--- config.mk ---
export PLATFORM = sky130hd
export DESIGN_NAME = ysyx_24100005_wbu_flat
export DESIGN_NICKNAME = d
export VERILOG_FILES = /design/src/rtl/ysyx_24100005_pkg.sv /design/src/rtl/ysyx_24100005_wbu_if.sv /design/src/rtl/ysyx_24100005_MuxKeyWithDefault.sv /design/src/rtl/ysyx_24100005_load_ext.sv /design/src/rtl/ysyx_24100005_wbu.sv /design/src/flat_wrapper.sv
export SDC_FILE = /design/constraint.sdc
export NUM_CORES = 1
export LEC_CHECK = 0
export ABC_AREA = 1
export CORE_ASPECT_RATIO = 0.8
export CORE_UTILIZATION = 49
export CTS_CLUSTER_DIAMETER = 120
export DETAILED_ROUTE_END_ITERATION = 8
export GPL_TIMING_DRIVEN = 0
export MAX_ROUTING_LAYER = met4
export PLACE_DENSITY = 0.9
export SLEW_MARGIN = 20
export SYNTH_ARGS = -nofsm -noshare
export SYNTH_HDL_FRONTEND = slang
export SYNTH_SLANG_ARGS = --single-unit
--- constraint.sdc ---
create_clock -name clk -period 4.27 [get_ports clk]
set_clock_uncertainty 0.2 [all_clocks]
set_input_delay 0.854 -clock clk [delete_from_list [all_inputs] [get_ports clk]]
set_output_delay 0.854 -clock clk [all_outputs]
set_load 0.005 [all_outputs]
--- src/rtl/ysyx_24100005_pkg.sv ---
// Shared NPC definitions: write-back FSM encoding, load funct3 codes and
// the load legality check.
package ysyx_24100005_pkg;

    typedef enum logic [1:0] {
        IDLE  = 2'd0,
        MREQ  = 2'd1,
        MWAIT = 2'd2,
        WB    = 2'd3
    } wbu_state_t;

    localparam logic [2:0] LB  = 3'b000;
    localparam logic [2:0] LH  = 3'b001;
    localparam logic [2:0] LW  = 3'b010;
    localparam logic [2:0] LBU = 3'b100;
    localparam logic [2:0] LHU = 3'b101;

    // True for an illegal funct3 or a load whose address breaks natural alignment.
    function automatic logic ld_bad(input logic [2:0] f3, input logic [1:0] off);
        logic bad;
        case (f3)
            LB, LBU:  bad = 1'b0;
            LH, LHU:  bad = off[0];
            LW:       bad = (off != 2'b00);
            default:  bad = 1'b1;
        endcase
        return bad;
    endfunction

endpackage

--- src/rtl/ysyx_24100005_wbu_if.sv ---
// Execute-to-WBU handshake, data-memory read port and register-file write port.
// master = the write-back unit, slave = its surroundings.
interface ysyx_24100005_wbu_if #(
    parameter int ADDR_WIDTH = 5,
    parameter int DATA_WIDTH = 32
);
    logic                  in_valid;
    logic                  in_ready;
    logic [ADDR_WIDTH-1:0] in_rd;
    logic                  in_rd_wen;
    logic                  in_is_load;
    logic [2:0]            in_funct3;
    logic [DATA_WIDTH-1:0] in_alu_res;
    logic                  mem_req_valid;
    logic                  mem_req_ready;
    logic [DATA_WIDTH-1:0] mem_addr;
    logic                  mem_rsp_valid;
    logic [DATA_WIDTH-1:0] mem_rdata;
    logic                  rf_wen;
    logic [ADDR_WIDTH-1:0] rf_waddr;
    logic [DATA_WIDTH-1:0] rf_wdata;
    logic                  commit;
    logic                  ld_err;

    modport master (
        input  in_valid, in_rd, in_rd_wen, in_is_load, in_funct3, in_alu_res,
        input  mem_req_ready, mem_rsp_valid, mem_rdata,
        output in_ready, mem_req_valid, mem_addr,
        output rf_wen, rf_waddr, rf_wdata, commit, ld_err
    );

    modport slave (
        output in_valid, in_rd, in_rd_wen, in_is_load, in_funct3, in_alu_res,
        output mem_req_ready, mem_rsp_valid, mem_rdata,
        input  in_ready, mem_req_valid, mem_addr,
        input  rf_wen, rf_waddr, rf_wdata, commit, ld_err
    );
endinterface

--- src/rtl/ysyx_24100005_MuxKeyWithDefault.sv ---
// Key-matched mux: i_lut packs NR_KEY {key, data} pairs, pair 0 in the LSBs.
// Unmatched keys select i_default.
module ysyx_24100005_MuxKeyWithDefault #(
    parameter int NR_KEY   = 2,
    parameter int KEY_LEN  = 1,
    parameter int DATA_LEN = 1
) (
    input  logic [KEY_LEN-1:0]                  i_key,
    input  logic [DATA_LEN-1:0]                 i_default,
    input  logic [NR_KEY*(KEY_LEN+DATA_LEN)-1:0] i_lut,
    output logic [DATA_LEN-1:0]                 o_out
);
    localparam int PAIR = KEY_LEN + DATA_LEN;

    always_comb begin
        o_out = i_default;
        for (int i = 0; i < NR_KEY; i++) begin
            if (i_lut[i*PAIR+DATA_LEN +: KEY_LEN] == i_key)
                o_out = i_lut[i*PAIR +: DATA_LEN];
        end
    end
endmodule

--- src/rtl/ysyx_24100005_load_ext.sv ---
// Load-data extract/extend: picks the addressed byte or half-word out of an
// aligned word and sign/zero-extends it according to funct3.
module ysyx_24100005_load_ext
    import ysyx_24100005_pkg::*;
#(
    parameter int DATA_WIDTH = 32
) (
    input  logic [DATA_WIDTH-1:0] i_word,
    input  logic [1:0]            i_off,
    input  logic [2:0]            i_funct3,
    output logic [DATA_WIDTH-1:0] o_data
);
    logic [7:0]  w_byte;
    logic [15:0] w_half;

    always_comb begin
        case (i_off)
            2'd0:    w_byte = i_word[7:0];
            2'd1:    w_byte = i_word[15:8];
            2'd2:    w_byte = i_word[23:16];
            default: w_byte = i_word[31:24];
        endcase
    end

    assign w_half = i_off[1] ? i_word[31:16] : i_word[15:0];

    ysyx_24100005_MuxKeyWithDefault #(
        .NR_KEY  (5),
        .KEY_LEN (3),
        .DATA_LEN(DATA_WIDTH)
    ) u_mux (
        .i_key    (i_funct3),
        .i_default({DATA_WIDTH{1'b0}}),
        .i_lut    ({LB,  {{(DATA_WIDTH-8){w_byte[7]}},  w_byte},
                    LH,  {{(DATA_WIDTH-16){w_half[15]}}, w_half},
                    LW,  i_word,
                    LBU, {{(DATA_WIDTH-8){1'b0}},  w_byte},
                    LHU, {{(DATA_WIDTH-16){1'b0}}, w_half}}),
        .o_out    (o_data)
    );
endmodule

--- src/rtl/ysyx_24100005_wbu.sv ---
// NPC write-back unit: retires one instruction per handshake, runs loads through
// data memory. Optional counters: define YSYX_24100005_WBU_PERF_EN.
module ysyx_24100005_wbu
    import ysyx_24100005_pkg::*;
#(
    parameter int ADDR_WIDTH = 5,
    parameter int DATA_WIDTH = 32
) (
    input  logic                clk,
    input  logic                rst,
    ysyx_24100005_wbu_if.master bus
`ifdef YSYX_24100005_WBU_PERF_EN
    ,
    output logic [31:0]         perf_retired,
    output logic [31:0]         perf_ld_stall
`endif
);
    wbu_state_t            r_state, w_next;
    logic [ADDR_WIDTH-1:0] r_rd;
    logic                  r_rd_wen;
    logic [2:0]            r_funct3;
    logic [DATA_WIDTH-1:0] r_addr;
    logic [DATA_WIDTH-1:0] r_data;
    logic                  r_err;
    logic                  w_accept;
    logic                  w_bad;
    logic [DATA_WIDTH-1:0] w_ld_data;

    assign w_accept = bus.in_valid && bus.in_ready;
    assign w_bad    = ld_bad(bus.in_funct3, bus.in_alu_res[1:0]);

    always_ff @(posedge clk or posedge rst) begin
        if (rst) r_state <= IDLE;
        else     r_state <= w_next;
    end

    always_comb begin
        w_next = r_state;
        case (r_state)
            IDLE:  if (w_accept) w_next = (bus.in_is_load && !w_bad) ? MREQ : WB;
            MREQ:  if (bus.mem_req_ready) w_next = MWAIT;
            MWAIT: if (bus.mem_rsp_valid) w_next = WB;
            WB:    w_next = IDLE;
            default: w_next = IDLE;
        endcase
    end

    // Everything but in_ready comes from registers, so no input reaches an output.
    always_comb begin
        bus.in_ready      = (r_state == IDLE) && !rst;
        bus.mem_req_valid = (r_state == MREQ);
        bus.mem_addr      = {r_addr[DATA_WIDTH-1:2], 2'b00};
        bus.rf_wen        = (r_state == WB) && r_rd_wen && (r_rd != '0) && !r_err;
        bus.rf_waddr      = r_rd;
        bus.rf_wdata      = r_data;
        bus.commit        = (r_state == WB);
        bus.ld_err        = (r_state == WB) && r_err;
    end

    ysyx_24100005_load_ext #(.DATA_WIDTH(DATA_WIDTH)) u_ext (
        .i_word  (bus.mem_rdata),
        .i_off   (r_addr[1:0]),
        .i_funct3(r_funct3),
        .o_data  (w_ld_data)
    );

    always_ff @(posedge clk or posedge rst) begin
        if (rst) begin
            r_rd     <= '0;
            r_rd_wen <= 1'b0;
            r_funct3 <= 3'b000;
            r_addr   <= '0;
            r_data   <= '0;
            r_err    <= 1'b0;
        end else if (w_accept) begin
            r_rd     <= bus.in_rd;
            r_rd_wen <= bus.in_rd_wen;
            r_funct3 <= bus.in_funct3;
            r_addr   <= bus.in_alu_res;
            r_data   <= bus.in_alu_res;
            r_err    <= bus.in_is_load && w_bad;
        end else if (r_state == MWAIT && bus.mem_rsp_valid) begin
            r_data   <= w_ld_data;
        end
    end

`ifdef YSYX_24100005_WBU_PERF_EN
    always_ff @(posedge clk or posedge rst) begin
        if (rst) begin
            perf_retired  <= '0;
            perf_ld_stall <= '0;
        end else begin
            if (r_state == WB)                        perf_retired  <= perf_retired + 32'd1;
            if (r_state == MREQ || r_state == MWAIT)  perf_ld_stall <= perf_ld_stall + 32'd1;
        end
    end
`endif
endmodule
--- src/flat_wrapper.sv ---
// flat-port wrapper written by rule: the top's interface ports become plain ports
module ysyx_24100005_wbu_flat import ysyx_24100005_pkg::*;
#(
    parameter int ADDR_WIDTH = 5,
    parameter int DATA_WIDTH = 32
)
  (clk, rst, bus_in_valid, bus_in_rd, bus_in_rd_wen, bus_in_is_load, bus_in_funct3, bus_in_alu_res, bus_mem_req_ready, bus_mem_rsp_valid, bus_mem_rdata, bus_in_ready, bus_mem_req_valid, bus_mem_addr, bus_rf_wen, bus_rf_waddr, bus_rf_wdata, bus_commit, bus_ld_err);
  ysyx_24100005_wbu_if #(.ADDR_WIDTH(ADDR_WIDTH), .DATA_WIDTH(DATA_WIDTH)) bus_i ();
  input  logic clk;
  input  logic rst;
  input wire logic [$bits(bus_i.in_valid)-1:0] bus_in_valid;
  input wire logic [$bits(bus_i.in_rd)-1:0] bus_in_rd;
  input wire logic [$bits(bus_i.in_rd_wen)-1:0] bus_in_rd_wen;
  input wire logic [$bits(bus_i.in_is_load)-1:0] bus_in_is_load;
  input wire logic [$bits(bus_i.in_funct3)-1:0] bus_in_funct3;
  input wire logic [$bits(bus_i.in_alu_res)-1:0] bus_in_alu_res;
  input wire logic [$bits(bus_i.mem_req_ready)-1:0] bus_mem_req_ready;
  input wire logic [$bits(bus_i.mem_rsp_valid)-1:0] bus_mem_rsp_valid;
  input wire logic [$bits(bus_i.mem_rdata)-1:0] bus_mem_rdata;
  output wire logic [$bits(bus_i.in_ready)-1:0] bus_in_ready;
  output wire logic [$bits(bus_i.mem_req_valid)-1:0] bus_mem_req_valid;
  output wire logic [$bits(bus_i.mem_addr)-1:0] bus_mem_addr;
  output wire logic [$bits(bus_i.rf_wen)-1:0] bus_rf_wen;
  output wire logic [$bits(bus_i.rf_waddr)-1:0] bus_rf_waddr;
  output wire logic [$bits(bus_i.rf_wdata)-1:0] bus_rf_wdata;
  output wire logic [$bits(bus_i.commit)-1:0] bus_commit;
  output wire logic [$bits(bus_i.ld_err)-1:0] bus_ld_err;
  assign bus_i.in_valid = bus_in_valid;
  assign bus_i.in_rd = bus_in_rd;
  assign bus_i.in_rd_wen = bus_in_rd_wen;
  assign bus_i.in_is_load = bus_in_is_load;
  assign bus_i.in_funct3 = bus_in_funct3;
  assign bus_i.in_alu_res = bus_in_alu_res;
  assign bus_i.mem_req_ready = bus_mem_req_ready;
  assign bus_i.mem_rsp_valid = bus_mem_rsp_valid;
  assign bus_i.mem_rdata = bus_mem_rdata;
  assign bus_in_ready = bus_i.in_ready;
  assign bus_mem_req_valid = bus_i.mem_req_valid;
  assign bus_mem_addr = bus_i.mem_addr;
  assign bus_rf_wen = bus_i.rf_wen;
  assign bus_rf_waddr = bus_i.rf_waddr;
  assign bus_rf_wdata = bus_i.rf_wdata;
  assign bus_commit = bus_i.commit;
  assign bus_ld_err = bus_i.ld_err;
  ysyx_24100005_wbu #(.ADDR_WIDTH(ADDR_WIDTH), .DATA_WIDTH(DATA_WIDTH)) u_core (.clk(clk), .rst(rst), .bus(bus_i));
endmodule
==> results of run 1 <==
[routing by layer]
metal	up-vias	GRT usage, %	part of all wire [%]
li1	2171	-	-
met1	2162	42.6	44
met2	225	49.4	46
met5	-	-	0
met4	0	8.08	1.5
met3	18	6.45	8.4
[placed cells by master, fill, tap and decap left out, drive strengths merged]
cell / count
clkbuf: 25
o22ai: 2
a31oi: 23
o211ai: 8
nor3: 3
buf: 49
clkinv: 3
clkdlybuf4s50: 150
nor2: 43
bufinv: 2
dfrtp: 76
conb: 2
nand4: 1
ha: 5
o21ai: 77
nand2: 175
nand3: 28
inv: 49
a21oi: 24
[how the worst max path moves through the flow]
stage                     cells past startpoint                            endpoint  from
after global placement                        2        u_core.r_addr[9]$_DFFE_PP0P_   rst
after detailed placement                      3                        bus_in_ready   rst
final                                         3                        bus_in_ready   rst
after floorplan                               1  u_core.bus.rf_waddr[0]$_DFFE_PP0P_   rst
after CTS                                     3                        bus_in_ready   rst
after global routing                          3                        bus_in_ready   rst
[kinds of logic (layout without fill, tap and decap cells)]
group / count (synthesis) / in the layout / share of synthesized area, %
other: 1 / 2 / 0.0879
buffers and inverters: 112 / 278 / 13.4
AOI/OAI and AO/OA: 134 / 134 / 16.9
DFF: 76 / 76 / 44.6
and+or+nand+nor: 250 / 250 / 23.5
adders and majority gates: 5 / 5 / 1.47
[sequential cells by signal (all words and copies together) (netlist names)]
signal,flops
u_core.bus.rf_waddr,5
u_core.bus.rf_wdata,32
u_core.r_addr,32
u_core.r_err,1
u_core.r_funct3,3
u_core.r_rd_wen,1
u_core.r_state,2
[through the flow]
stage          std cells  util [%]  worst slack (ns)  area, um^2
6_report             857      72.8              1.23        6150
5_1_grt              857      72.8              1.17        6150
4_1_cts              857      72.8              1.23        6150
3_5_place_dp         842      70.3              1.24        5930
3_3_place_gp         841      70.0            0.0772        5910
2_1_floorplan        579         -              1.28        4270
[worst reg2reg max path, stage by stage, from the launching register on]
cell     delay, ns
dfrtp_1       0.42
inv_1         0.15
ha_1          0.20
inv_1         0.06
nor2_2        0.09
nand2_1       0.14
nand2_1       0.33
buf_2         0.31
o21ai_0       0.21
a21oi_1       0.21
nor2_1        0.06
[area by class of cell]
cell class                 instances  area (um^2)  share of cell area (%)
timing repair buffer             151         1520                    24.8
sequential                        76         1900                    30.9
inverter                          48          185                    3.01
clock buffer                       9          124                    2.02
clock inverter                     6         87.6                    1.43
multi-input combinational        391         1800                    29.2
tap                              112          140                    2.28
buffer                            64          390                    6.35
[power groups by stage]
stage          registers [mW]  clock network (mW)  logic, mW
2_1_floorplan            1.29                   0       1.35
3_3_place_gp             1.30                   0       2.35
3_5_place_dp             1.32                   0       2.43
4_1_cts                  1.31               0.606       2.45
5_1_grt                  1.35               0.636       2.71
6_report                 1.32               0.605       2.45
==> results.sh, run 1 <==
export IMPL_status="completed"
export IMPL_holdCritStartpoint="u_core.r_addr[10]$_DFFE_PP0P_"
export IMPL_drc=0
export IMPL_pwr_share_comb_pct=56.1
export IMPL_vias=4576
export IMPL_area_growth_pct=44.0
export IMPL_critical_path_max_stage_delay_ns=0.51
export IMPL_reg2regPathDepth=10
export IMPL_layout_drive_gt1_share_pct=10.3
export IMPL_crit_buf_inv=2
export IMPL_yosysTopAreaCellShare_pct=44.6
export IMPL_startpoint_type="input pin"
export IMPL_io_buffers=150
export IMPL_regToRegSetupSlack_ns=1.78
export IMPL_synth_edff_count=0
export IMPL_hold_depth=2
export IMPL_end_kind="output port"
export IMPL_crit_required_ns=3.22
export IMPL_power_density_nw_per_um2=712
export IMPL_drtAntennaViolNets=0
export IMPL_worstReg2RegStart="u_core.r_state[0]$_DFFE_PP0P_"
export IMPL_dp_hpwl_um=10200
export IMPL_n_fill_cell=664
export IMPL_ys_ff_latch=76
export IMPL_yosysWarningCount=0
export IMPL_root_buffer="clkbuf_8"
export IMPL_initial_core_util_pct=50.5
export IMPL_die_w_um=106
export IMPL_clock_latency_ns=0.35
export IMPL_whs_ns=0.292
export IMPL_cts_hold_fix_buffers=0
export IMPL_grt_setup_unrepaired="no"
export IMPL_power_mw=4.37
export IMPL_drtIter0Drc=358
export IMPL_wirelength_um=13400
export IMPL_cts_setup_buffers=0
export IMPL_seq_power_share_pct=30.1
export IMPL_netlist_instances=578
export IMPL_core_area_um2=8450
export IMPL_crit_path_top_delay_cell="clkdlybuf4s50_1"
export IMPL_p_int_mw=2.67
export IMPL_crit_family="buffers and inverters"
export IMPL_dieArea_um2=9090
export IMPL_overflow=0
export IMPL_path_cells="clkdlybuf4s50_1 -> nor2_2 -> clkdlybuf4s50_1"
export IMPL_timing_fmax_mhz=329
export IMPL_synth_flop_cell="dfrtp_1"
export IMPL_hp_class="reg -> reg"
export IMPL_path_max_fanout=2
export IMPL_async_flop_share_pct=100
export IMPL_ir_worst_vdd_uv=391
export IMPL_cts_sinks=76
export IMPL_tightest_slew_ns=0.616
export IMPL_tns_ns=0
export IMPL_grt_total_usage_pct=31.8
export IMPL_wire_per_inst_um=15.7
export IMPL_cp_data_arrival_time_ns=1.98
export IMPL_power_leakage_nw=2.90
export IMPL_grt_start_max_net_pins=47
export IMPL_clockPowerShare_pct=13.8
export IMPL_max_slew_margin_rel_pct=58.7
export IMPL_maxCapViolCount=0
export IMPL_synth_area_um2=4270
export IMPL_ys_seq_area_share_pct=44.6
export IMPL_synth_area_leader_cell="dfrtp_1"
export IMPL_ios=153
export IMPL_r2r_end="u_core.bus.rf_wdata[3]$_DFFE_PP0P_"
export IMPL_htreeDepth=3
export IMPL_crit_top_cell="clkdlybuf4s50_1"
export IMPL_num_rows=30
export IMPL_cts_tree="yes"
export IMPL_place_gp_congestion=0.914
export IMPL_synth_commonest_cells="nand2_1 (173), dfrtp_1 (76), o21ai_0 (59)"
export IMPL_antenna_cells=0
export IMPL_power_switching_mw=1.70
export IMPL_grt_pass1_wl_um=21700
export IMPL_cts_inserted_buffers=9
export IMPL_clockBufferDepth=2
export IMPL_synth_cell_type_count=24
export IMPL_setup_viol=0
export IMPL_dr_pass1_iters=5
export IMPL_yosys_top_cells_area="dfrtp_1 (45%), nand2_1 (15%), o21ai_0 (6.9%), buf_4 (6.3%), nor2_1 (3.7%)"
export IMPL_holdPathEnd="u_core.r_addr[10]$_DFFE_PP0P_"
export IMPL_fin_nets=825
export IMPL_via_per_inst=5.34
export IMPL_syn_avg_cell_area_um2=7.38
export IMPL_cts_resized=0
export IMPL_synth_most_common_cell="nand2_1"
export IMPL_antenna_found_initial=0
export IMPL_slew_viol_final=0
export IMPL_hold_viol=0
export IMPL_switching_share_pct=38.9
export IMPL_critPathKind="in -> out"
export IMPL_fin_crit_ns=3.04
export IMPL_post_route_period_util_pct=71.2
export IMPL_clk_pin_slew_ns=0.08
export IMPL_dieHeight_um=85.5
export IMPL_grt_pass1_vias=4451
(Power assumes the default switching activity.)
==> run 2, diff against run 1 <==
CORE_UTILIZATION = 45   (was 49)
PLACE_DENSITY = 0.84   (was 0.9)
clock period = 3 ns   (was 4.27 ns; I/O delays follow)
==> run 2 against run 1 <==
- clock-buffer cell count is 3 higher
- final area is 1.6% higher
- total power is 48% higher
- largest cell class unchanged
- clock power is 82% higher
- setup slack worse by 0.82 ns
==> results.sh, run 2 (synthesis results as in run 1) <==
export IMPL_antenna_found_initial=0
export IMPL_drc=0
export IMPL_ios=153
export IMPL_drtAntennaViolNets=0
export IMPL_clockPowerShare_pct=17.0
export IMPL_end_kind="output port"
export IMPL_clockBufferDepth=2
export IMPL_dr_pass1_iters=5
export IMPL_cts_inserted_buffers=9
export IMPL_critPathKind="reg -> out"
export IMPL_grt_setup_unrepaired="no"
export IMPL_fin_crit_ns=2.59
export IMPL_grt_start_max_net_pins=45
export IMPL_dp_hpwl_um=10200
export IMPL_power_density_nw_per_um2=1040
export IMPL_status="completed"
export IMPL_p_int_mw=4.03
export IMPL_layout_drive_gt1_share_pct=10.3
export IMPL_area_growth_pct=46.3
export IMPL_max_slew_margin_rel_pct=61.5
export IMPL_die_w_um=111
export IMPL_cts_resized=0
export IMPL_drtIter0Drc=418
export IMPL_dieArea_um2=9880
export IMPL_cts_hold_fix_buffers=0
export IMPL_timing_fmax_mhz=387
export IMPL_clock_latency_ns=0.34
export IMPL_layout_commonest_cell="nand2_1"
export IMPL_power_switching_mw=2.44
export IMPL_path_max_fanout=4
export IMPL_initial_core_util_pct=46.8
export IMPL_final_area_um2=6240
export IMPL_core_area_um2=9110
export IMPL_grt_total_usage_pct=28.7
export IMPL_dieHeight_um=89.1
export IMPL_ir_worst_vdd_uv=495
export IMPL_wirelength_um=13300
export IMPL_tightest_slew_ns=0.577
export IMPL_io_buffers=150
export IMPL_place_gp_congestion=1.02
export IMPL_switching_share_pct=37.7
export IMPL_place_area_um2=5940
export IMPL_cts_tree="yes"
export IMPL_num_rows=31
export IMPL_clk_pin_slew_ns=0.06
export IMPL_grt_pass1_wl_um=21300
export IMPL_startpoint_type="flop"
export IMPL_tns_ns=0
export IMPL_cts_setup_buffers=0
export IMPL_pwr_share_comb_pct=54.0
export IMPL_hold_viol=0
export IMPL_final_cell_mix="nand2_1 (173), clkdlybuf4s50_1 (150), dfrtp_1 (76)"
export IMPL_post_route_period_util_pct=86.2
export IMPL_cts_sinks=76
export IMPL_hp_class="reg -> reg"
export IMPL_overflow=0
export IMPL_via_per_inst=5.30
export IMPL_antenna_cells=0
export IMPL_power_leakage_nw=2.94
export IMPL_setup_viol=0
export IMPL_vias=4562
export IMPL_htreeDepth=3
export IMPL_cp_data_arrival_time_ns=1.79
export IMPL_fin_nets=825
export IMPL_slew_viol_final=0
export IMPL_maxCapViolCount=0
export IMPL_wire_per_inst_um=15.5
export IMPL_root_buffer="clkbuf_16"
export IMPL_grt_pass1_vias=4256
export IMPL_crit_required_ns=2.20
export IMPL_seq_power_share_pct=28.9
## run 2: layout make-up
| cell class | count | area, um^2 |
|---|---|---|
| Sequential cell | 76 | 1900 |
| Multi-Input combinational cell | 391 | 1800 |
| Inverter | 48 | 185 |
| Timing Repair Buffer | 151 | 1520 |
| Buffer | 64 | 390 |
| Clock inverter | 4 | 47.5 |
| Clock buffer | 12 | 256 |
| Fill cell | 760 | 2870 |
| Tap cell | 115 | 144 |
## run 2: metrics by stage
stage,hold slack (ns),std cells,power [mW],util (%),setup WS [ns]
after floorplan,0.249,579,3.75,-,0.262
after global placement,0.266,844,5.17,64.9,-0.910
after detailed placement,0.272,845,5.32,65.1,0.321
after CTS,0.287,861,6.45,68.5,0.420
after global routing,0.312,861,6.95,68.5,0.287
final,0.285,861,6.47,68.5,0.414
## run 2: power groups by stage
| stage | combinational (mW) | clock (mW) | sequential, mW |
|---|---|---|---|
| final | 3.49 | 1.10 | 1.87 |
| after global placement | 3.32 | 0 | 1.85 |
| after floorplan | 1.92 | 0 | 1.83 |
| after CTS | 3.48 | 1.11 | 1.87 |
| after detailed placement | 3.45 | 0 | 1.88 |
| after global routing | 3.86 | 1.16 | 1.93 |
## run 2: final timing paths
| kind | cells after the start | startpoint | slack (ns) | to |
|---|---|---|---|---|
| min reg2reg | 2 | u_core.r_addr[24]$_DFFE_PP0P_ | 0.28 | u_core.r_addr[24]$_DFFE_PP0P_ |
| max reg2reg | 10 | u_core.r_state[0]$_DFFE_PP0P_ | 0.56 | u_core.bus.rf_wdata[3]$_DFFE_PP0P_ |
| max in group asynchronous | 3 | rst | 1.50 | u_core.r_addr[31]$_DFFE_PP0P_ |
| max | 5 | u_core.r_state[0]$_DFFE_PP0P_ | 0.41 | bus_in_ready |
| min in group asynchronous | 2 | rst | 0.53 | u_core.bus.rf_waddr[3]$_DFFE_PP0P_ |
| min | 2 | u_core.r_addr[24]$_DFFE_PP0P_ | 0.28 | u_core.r_addr[24]$_DFFE_PP0P_ |
## run 2: layer usage
metal	wire length (um)	track usage (%)	vias to the layer above
met5	0	-	-
met4	337	10.1	0
met3	1140	6.58	31
met2	5920	45.9	239
met1	5920	36.3	2118
li1	-	-	2174
## run 2: critical path, cell delays in order (launching register included)
cell	delay [ns]
dfrtp_1	0.42
inv_1	0.16
ha_1	0.21
inv_1	0.06
nor2_2	0.09
clkdlybuf4s50_1	0.51
